## src/rtl/exec_sequencer.sv

```systemverilog
// exec_sequencer: run controller for the 9-bit core; sequences IDLE/INIT/RUN/DONE,
// counts run cycles and arbitrates the data memory between host and core.
module exec_sequencer #(
    parameter int D       = 12,
    parameter int AW      = 8,
    parameter int DW      = 8,
    parameter int END_PC  = 128,
    parameter int TIMEOUT = 4096
) (
    input  logic          clk,
    input  logic          reset,
    input  logic          req,
    input  logic [D-1:0]  prog_ctr,
    output logic          pc_rst,
    output logic          cpu_en,
    output logic          done,
    output logic          timeout,
    output logic [15:0]   cycle_cnt,
    output logic          host_gnt,
    input  logic          host_we,
    input  logic [AW-1:0] host_addr,
    input  logic [DW-1:0] host_wdat,
    output logic [DW-1:0] host_rdat,
    input  logic          cpu_we,
    input  logic [AW-1:0] cpu_addr,
    input  logic [DW-1:0] cpu_wdat,
    output logic [DW-1:0] cpu_rdat,
    output logic          mem_we,
    output logic [AW-1:0] mem_addr,
    output logic [DW-1:0] mem_wdat,
    input  logic [DW-1:0] mem_rdat
);
    typedef enum logic [1:0] {IDLE, INIT, RUN, DONE} state_t;

    state_t      state_q, state_d;
    logic        req_q;
    logic        done_q, done_d, timeout_q, timeout_d;
    logic [15:0] cnt_q, cnt_d;
    logic        pc_rst_q, pc_rst_d, cpu_en_q, cpu_en_d, host_gnt_q, host_gnt_d;
    logic        start;

    assign start = req & ~req_q;

    always_comb begin
        state_d   = state_q;
        done_d    = done_q;
        timeout_d = timeout_q;
        cnt_d     = cnt_q;
        case (state_q)
            IDLE, DONE: if (start) begin
                state_d   = INIT;
                done_d    = 1'b0;
                timeout_d = 1'b0;
                cnt_d     = '0;
            end
            INIT: state_d = RUN;
            RUN: begin
                cnt_d = (cnt_q == 16'hFFFF) ? cnt_q : cnt_q + 16'd1;
                // completion beats the budget when both land in the same cycle
                if (prog_ctr == D'(END_PC)) begin
                    state_d   = DONE;
                    done_d    = 1'b1;
                    timeout_d = 1'b0;
                end else if (cnt_q == 16'(TIMEOUT - 1)) begin
                    state_d   = DONE;
                    done_d    = 1'b1;
                    timeout_d = 1'b1;
                end
            end
            default: state_d = IDLE;
        endcase
        pc_rst_d   = (state_d == IDLE) || (state_d == INIT);
        cpu_en_d   = (state_d == RUN);
        host_gnt_d = (state_d == IDLE) || (state_d == DONE);
    end

    always_ff @(posedge clk or negedge reset) begin
        if (!reset) begin
            state_q    <= IDLE;
            req_q      <= 1'b0;
            done_q     <= 1'b0;
            timeout_q  <= 1'b0;
            cnt_q      <= '0;
            pc_rst_q   <= 1'b1;
            cpu_en_q   <= 1'b0;
            host_gnt_q <= 1'b1;
        end else begin
            state_q    <= state_d;
            req_q      <= req;
            done_q     <= done_d;
            timeout_q  <= timeout_d;
            cnt_q      <= cnt_d;
            pc_rst_q   <= pc_rst_d;
            cpu_en_q   <= cpu_en_d;
            host_gnt_q <= host_gnt_d;
        end
    end

    assign pc_rst    = pc_rst_q;
    assign cpu_en    = cpu_en_q;
    assign done      = done_q;
    assign timeout   = timeout_q;
    assign cycle_cnt = cnt_q;
    assign host_gnt  = host_gnt_q;

    assign mem_we    = host_gnt_q ? host_we   : (cpu_en_q & cpu_we);
    assign mem_addr  = host_gnt_q ? host_addr : cpu_addr;
    assign mem_wdat  = host_gnt_q ? host_wdat : cpu_wdat;
    assign host_rdat = host_gnt_q ? mem_rdat  : '0;
    assign cpu_rdat  = host_gnt_q ? '0        : mem_rdat;
endmodule

```

## config.mk

```make
export PLATFORM = sky130hd
export DESIGN_NAME = exec_sequencer
export DESIGN_NICKNAME = d
export VERILOG_FILES = /design/src/rtl/exec_sequencer.sv
export SDC_FILE = /design/constraint.sdc
export NUM_CORES = 1
export LEC_CHECK = 0
export BUFFER_PORTS_ARGS = -buffer_cell sky130_fd_sc_hd__buf_4
export CAP_MARGIN = 25
export CORE_MARGIN = 5
export CORE_UTILIZATION = 46
export DETAILED_ROUTE_END_ITERATION = 12
export GPL_TIMING_DRIVEN = 0
export PLACE_DENSITY = 0.86
export SLEW_MARGIN = 20
export SYNTH_ARGS = -nofsm -noshare
export SYNTH_HDL_FRONTEND = slang
export SYNTH_SLANG_ARGS = --single-unit
export TNS_END_PERCENT = 1
```

## constraint.sdc

```tcl
create_clock -name clk -period 4.3 [get_ports clk]
set_input_delay 0 -clock clk [delete_from_list [all_inputs] [get_ports clk]]
set_output_delay 0 -clock clk [all_outputs]
set_load 0.05 [all_outputs]
```

==> flow_summary_export.csv, run 1 <==
group,metric,value,unit
worst_setup_path,r2r_cells,8,
route,drc,0,
global_route,grt.total_usage,23.8,%
global_route,grt_first_pass_wirelength,9.69,mm
yosys,syn_area_per_cell,9.19,um^2
place,gp_congestion,0.911,
global_route,grt_max_degree,25,
route,firstDrtPassIters,4,
yosys,synth_nets,246,
route,wl_per_cell,17.0,um
yosys,netlist.top_cell.by_area,"dfrtp_1",
yosys,synth_compound_area_share,23.5,%
power_and_ir_drop,powerDensity,571,nW/um^2
die,die_h,71.1,um
die,io_pins,111,
die,die_area,5060,um^2
run,cap_violations,0,
yosys,yosys_warnings,0,
yosys,synth-edff-count,0,
clocking,clock-root-buffer,"clkbuf_8",
timing,drv_slew,0,
clocking,postCtsSetupBuffers,0,
power_and_ir_drop,p_seq_share,21.3,%
final_layout,n_antenna_cell,0,
worst_setup_path,path_class,"flip-flop to output port",
yosys,syn_area,1720,um^2
final_layout,drive_gt1_share,47.5,%
timing,holdWs,123,ps
route,ant_nets,0,
power_and_ir_drop,power.leakage,0.00129,uW
power_and_ir_drop,p_int,694,uW
min_path,holdPathEnd,"timeout",
clocking,cts_max_level,1,
yosys,ys_ff_latch,24,
clocking,cts_tree,"yes",
worst_setup_path,r2r_setup_slack,2230,ps
place,hpwl,4.76,mm
timing,worst_pin_slew,669,ps
route,dr.first_iter.drc_count,70,
final_layout,syn_to_final_growth,55.3,%
yosys,yosysMostFrequentCell,"dfrtp_1",
yosys,netlist_top_cells_count,"dfrtp_1, mux2_2, o31ai_1, o21ai_0",
yosys,synth_top_cell_area_share,32.0,%
die,start_util,47.3,%
power_and_ir_drop,clockPowerShare,9.2,%
power_and_ir_drop,swShare,54.5,%
place,port_buffers,110,
min_path,min_from,"prog_ctr[0]",
die,rows,22,
yosys,synth_mux_area_share,11.1,%
timing,fin_worst_skew,4.29,ps
timing,slew_headroom,55.0,%
route,wirelength,5.98,mm
power_and_ir_drop,vdd_ir_drop_max,0.403,mV
timing,hold_viol_final,0,
final_layout,fillers,289,
yosys,synth.distinct_cells,47,
die,fp.coreArea,3630,um^2
timing,fmax,0.465,GHz
clocking,cts_sinks,24,
yosys,synthTopCellsByArea,"dfrtp_1, mux2_2, o31ai_1",
yosys,synth-simple-area-share,24.2,%
worst_setup_path,startpoint_type,"flip-flop",
yosys,synth_xor_area_share,0,%
timing,min_period,2150,ps
yosys,synthAdderAreaFrac,1.46,%
final_layout,final_nets,363,
global_route,grt_pass1_vias,1962,
yosys,async_flop_share,100,%
final_layout,final_core_util,73.5,%
route,vias,1965,
yosys,postSynthCellCount,187,
clocking,cts_buffers,3,
clocking,insertion_delay,270,ps
yosys,ys.flop_type,"dfrtp_1",
min_path,hp-class,"input port to flip-flop",
worst_setup_path,crit_path_end_kind,"output port",
timing,tns,0,ps
die,fp.dieW,71.1,um
yosys,synth_top_family_by_area,"simple AND/OR/NAND/NOR gates",
worst_setup_path,cp.required,4300,ps
power_and_ir_drop,p_comb_share,69.6,%
timing,fin_crit_sh,50.0,%
outcome,status,"finished, final reports clean",
global_route,antenna_found_initial,0,
worst_setup_path,rr_startpoint,"state_q[0]",
min_path,hold_depth,5,
timing,rsz0062_at_grt,"false",
power_and_ir_drop,p_switching,830,uW
yosys,seq_area_frac_synth,35.1,%
route,routed_via_density,5.60,
place,dpl_cell_area,2610,um^2
worst_setup_path,path_max_fanout,10,
final_layout,final_area,2670,um^2
clocking,path_clk_slew,80,ps
worst_setup_path,crit_arrival,2150,ps
worst_setup_path,rr_endpoint,"cycle_cnt[15]",
clocking,clockBufferDepth,2,
timing,finalSetupViolations,0,
global_route,grt_overflow,0,
-- layout make-up --
type	count	area (um^2)	area share, %
repair buffers	112	846	31.7
well taps	48	60.1	2.25
flip-flops and latches	24	603	22.6
clock buffers	4	45.0	1.69
plain buffers	13	62.6	2.34
multi-input cells	145	1030	38.8
inverters	5	18.8	0.703
-- critical path, stage by stage, from the launching register on --
cell      delay, ps
dfstp_2         530
clkbuf_1        260
buf_1           470
mux2_2          410
buf_4           200
-- state kept, by name, summed over array words and instances, names as in the netlist --
signal     flops
state_q        2
req_q          1
done           1
pc_rst         1
timeout        1
cycle_cnt     16
host_gnt       1
cpu_en         1
-- layout by cell type (no fill, tap or decap), types with 4 or more instances in the layout --
cell type  netlist  layout
mux2_2          16      16
buf_4            2     112
dfrtp_1         22      22
nor2_1           5       5
o21ai_0         12      12
o31ai_1         13      13
nor2b_1         10      10
buf_2            4       4
nor4_1           4       4
clkbuf_1         5       6
nand3_1         11      11
nand2_1         11      11
inv_1            5       5
a21oi_1         10      10
and2_1          10      10
-- worst max path at each step --
| stage | startpoint | end | slack, ps | cells after the start |
|---|---|---|---|---|
| after detailed placement | state_q[0] | cycle_cnt[9] | 2280 | 8 |
| after CTS | host_gnt | mem_addr[4] | 2140 | 4 |
| after floorplan | cycle_cnt[0] | cycle_cnt[2] | 2160 | 5 |
| final | host_gnt | mem_addr[4] | 2150 | 4 |
| after global placement | state_q[0] | cycle_cnt[15] | 2310 | 8 |
| after global routing | state_q[0] | cycle_cnt[15] | 2010 | 8 |
-- layer usage --
metal  GRT usage, %  share of wire [%]  up-vias
met5              0                  0        -
met4           7.52                1.5        0
met3           3.13                9.3        7
met2           41.8                 50      112
met1           30.1                 39      898
li1               -                  -      948
-- power groups by stage --
stage	registers, uW	logic (uW)	clock network, uW
3_3_place_gp	324	1030	0
4_1_cts	322	1060	143
5_1_grt	333	1140	150
2_1_floorplan	436	635	0
6_report	324	1060	140
3_5_place_dp	327	1050	0
-- metrics by stage --
| step | setup WS, ps | std cells | total power, uW |
|---|---|---|---|
| 2_1_floorplan | 2160 | 187 | 1070 |
| 6_report | 2150 | 351 | 1520 |
| 3_5_place_dp | 2280 | 345 | 1380 |
| 5_1_grt | 2010 | 351 | 1620 |
| 3_3_place_gp | 2310 | 345 | 1360 |
| 4_1_cts | 2140 | 351 | 1520 |
-- timing repair --
action	in CTS	in global routing
hold buffers	2	0
endpoints found under the setup margin	0	0
resized for setup	0	0
endpoints found under the hold margin	25	0
-- cells by family (layout without fill, tap and decap cells) --
logic type / Yosys count / after routing
muxes: 17 / 17
buffers and inverters: 18 / 134
adders and majority gates: 2 / 2
AOI/OAI and AO/OA: 57 / 57
DFF: 24 / 24
and+or+nand+nor: 69 / 69
Power figures use the tool's default switching activity.
==> run 2, diff against run 1 <==
Settings changed: ABC_AREA set to 1, CORE_UTILIZATION 46 to 44, PLACE_DENSITY 0.86 to 0.81.
Clock period 4.3 ns to 2.2 ns, I/O delays scaled along.
==> run 2 against run 1 <==
  * Clock-buffer cell count did not move
  * Non-clock buffer count is 4 lower
  * Total power is 130% higher
  * Critical path depth increased by 2
  * Highest routed layer unchanged
  * Register-to-register slack worse by 1700 ps
  * Combinational power rose by 150%
  * Routed wire length down 3.0%
  * Area after synthesis up 8.4%
  * Critical path type unchanged
==> flow_summary_export.csv, run 2 <==
group,metric,value,unit
yosys,netlist_top_cells_count,"nand2_1, nor2_1, inv_1, dfrtp_1, nand3_1",
power_and_ir_drop,p_int,1430,uW
worst_setup_path,startpoint_type,"flip-flop",
clocking,cts_tree,"yes",
die,fp.dieW,75.1,um
global_route,grt.total_usage,20.0,%
yosys,netlist.top_cell.by_area,"dfrtp_1",
final_layout,final_nets,483,
place,gp_congestion,0.840,
worst_setup_path,r2r_setup_slack,520,ps
route,vias,2215,
yosys,synth.distinct_cells,27,
power_and_ir_drop,finalPower,3480,uW
worst_setup_path,path_class,"flip-flop to output port",
power_and_ir_drop,p_switching,2050,uW
timing,fin_worst_skew,5.35,ps
global_route,grt_busiest_layer,"met2",
clocking,cts-resized-gates,0,
global_route,grt_util_met2,37.2,%
yosys,async_flop_share,100,%
clocking,cts_buffers,3,
yosys,syn_area,1860,um^2
yosys,seq_area_frac_synth,32.3,%
yosys,synth-edff-count,0,
worst_setup_path,r2r_cells,10,
global_route,grt_overflow,0,
place,place_ws,505,ps
timing,min_period,1950,ps
run,cap_violations,0,
power_and_ir_drop,powerDensity,1240,nW/um^2
yosys,postSynthCellCount,307,
worst_setup_path,crit_arrival,1950,ps
yosys,yosysMostFrequentCell,"nand2_1",
timing,tns,0,ps
final_layout,layout_commonest_cell,"nand2_1",
power_and_ir_drop,power.leakage,0.00161,uW
timing,drv_slew,0,
yosys,ys_ff_latch,24,
timing,fin_crit_sh,88.7,%
clocking,insertion_delay,270,ps
power_and_ir_drop,p_seq_share,17.4,%
timing,hold_viol_final,0,
power_and_ir_drop,swShare,59.0,%
worst_setup_path,crit_path_end_kind,"output port",
worst_setup_path,cp.required,2200,ps
final_layout,largest_reg_flops,16,
final_layout,layout_common_cells,"nand2_1, buf_4, nor2_1",
outcome,status,"finished, final reports clean",
worst_setup_path,path_max_fanout,10,
yosys,synthTopCellsByArea,"dfrtp_1, nand2_1, nor2_1",
final_layout,syn_to_final_growth,51.1,%
timing,worst_pin_slew,494,ps
die,rows,23,
yosys,ys.flop_type,"dfrtp_1",
min_path,hp-class,"input port to flip-flop",
die,die_h,75.1,um
worst_setup_path,crit_end,"mem_wdat[0]",
route,dr.first_iter.drc_count,67,
die,start_util,45.9,%
final_layout,multiInputGateArea,1050,um^2
route,wirelength,5.80,mm
global_route,grt_pass1_vias,2042,
route,drc,0,
global_route,grt_max_degree,25,
power_and_ir_drop,p_comb_share,75.0,%
clocking,clock-root-buffer,"clkbuf_8",
timing,fin_ws,248,ps
route,ant_nets,0,
global_route,grtUsageMet1,22.1,%
final_layout,drive_gt1_share,31.2,%
min_path,min_from,"prog_ctr[4]",
place,hpwl,4.76,mm
yosys,synth_nets,366,
global_route,grt_first_pass_wirelength,8.87,mm
final_layout,stdcell_count,473,
timing,fmax,0.512,GHz
power_and_ir_drop,vdd_ir_drop_max,0.573,mV
worst_setup_path,critPathLaunch,"host_gnt",
yosys,yosys_warnings,0,
die,io_pins,111,
place,placed_cells,467,
global_route,gr-usage-met3,4.14,%
clocking,clockBufferDepth,2,
worst_setup_path,rr_endpoint,"cycle_cnt[13]",
clocking,cts_sinks,24,
clocking,path_clk_slew,80,ps
worst_setup_path,rr_startpoint,"cycle_cnt[0]",
route,firstDrtPassIters,4,
die,fp.coreArea,4060,um^2
timing,rsz0062_at_grt,"false",
yosys,synth_top_cell_area_share,29.5,%
route,wl_per_cell,12.3,um
place,port_buffers,110,
timing,finalSetupViolations,0,
global_route,antenna_found_initial,0,
clocking,cts_max_level,1,
final_layout,regArea,603,um^2
yosys,syn_area_per_cell,6.07,um^2
final_layout,fillers,353,
route,routed_via_density,4.68,
clocking,postCtsSetupBuffers,0,
clocking,hold_buffers,2,
die,die_area,5640,um^2
final_layout,n_antenna_cell,0,
timing,slew_headroom,67.1,%
final_layout,final_core_util,69.4,%
power_and_ir_drop,clockPowerShare,7.6,%
[run 2: cell count changes after synthesis, sizes merged, moves of 10 or more]
cell   delta
nor2     +42
o31ai    -13
mux2     -16
nor2b    -10
inv      +37
nand2   +118
[run 2: cells by family (layout without fill, tap and decap cells)]
| kind of cell | after synthesis | in the layout | synth area share [%] |
|---|---|---|---|
| xor gates and xnor gates | 6 | 6 | 2.82 |
| and+or+nand+nor | 205 | 205 | 45.9 |
| adders and majority gates | 2 | 2 | 1.34 |
| buffers and inverters | 52 | 168 | 11.5 |
| DFF | 24 | 24 | 32.3 |
| AOI/OAI and AO/OA | 18 | 18 | 6.04 |
[run 2: final cells by class]
type | count | share of cell area (%)
inverter | 43 | 5.73
clock buffer | 4 | 1.60
timing repair buffer | 112 | 30.0
sequential | 24 | 21.4
buffer | 9 | 1.91
tap | 50 | 2.22
multi-input combinational | 231 | 37.1
[run 2: worst max-delay path: stages, from the launching register on]
cell and delay, ps:
dfstp_2 530, clkbuf_1 230, clkinv_1 270, clkbuf_1 280
nand2_1 140, nand2_1 50, buf_4 180
[run 2: power groups by stage]
| stage | Sequential, uW | Combinational, uW | Clock [uW] |
|---|---|---|---|
| 2_1_floorplan | 815 | 1660 | 0 |
| 3_3_place_gp | 611 | 2600 | 0 |
| 3_5_place_dp | 615 | 2620 | 0 |
| 4_1_cts | 608 | 2630 | 274 |
| 5_1_grt | 618 | 2810 | 287 |
| 6_report | 607 | 2610 | 265 |
[run 2: how the worst min path moves through the flow]
stage / endpoint / slack [ps] / cells after the start
finish: timeout / 100 / 5
global route: timeout / 130 / 5
global placement: cycle_cnt[5] / -90 / 1
CTS: timeout / 100 / 5
detailed placement: cycle_cnt[13] / -80 / 1
floorplan: cpu_en / -300 / 0
[run 2: metal layers]
metal | wire (um) | up-vias
met4 | 52 | 0
met5 | 0 | -
met3 | 729 | 5
li1 | - | 1160
met1 | 2200 | 967
met2 | 2810 | 83
[run 2: per-stage QoR]
stage                     hold WS (ps)  area [um^2]
after global placement           -88.5         2750
after floorplan                   -296         1860
after global routing               128         2820
after detailed placement         -82.6         2750
after CTS                         99.8         2820
final                             99.0         2820
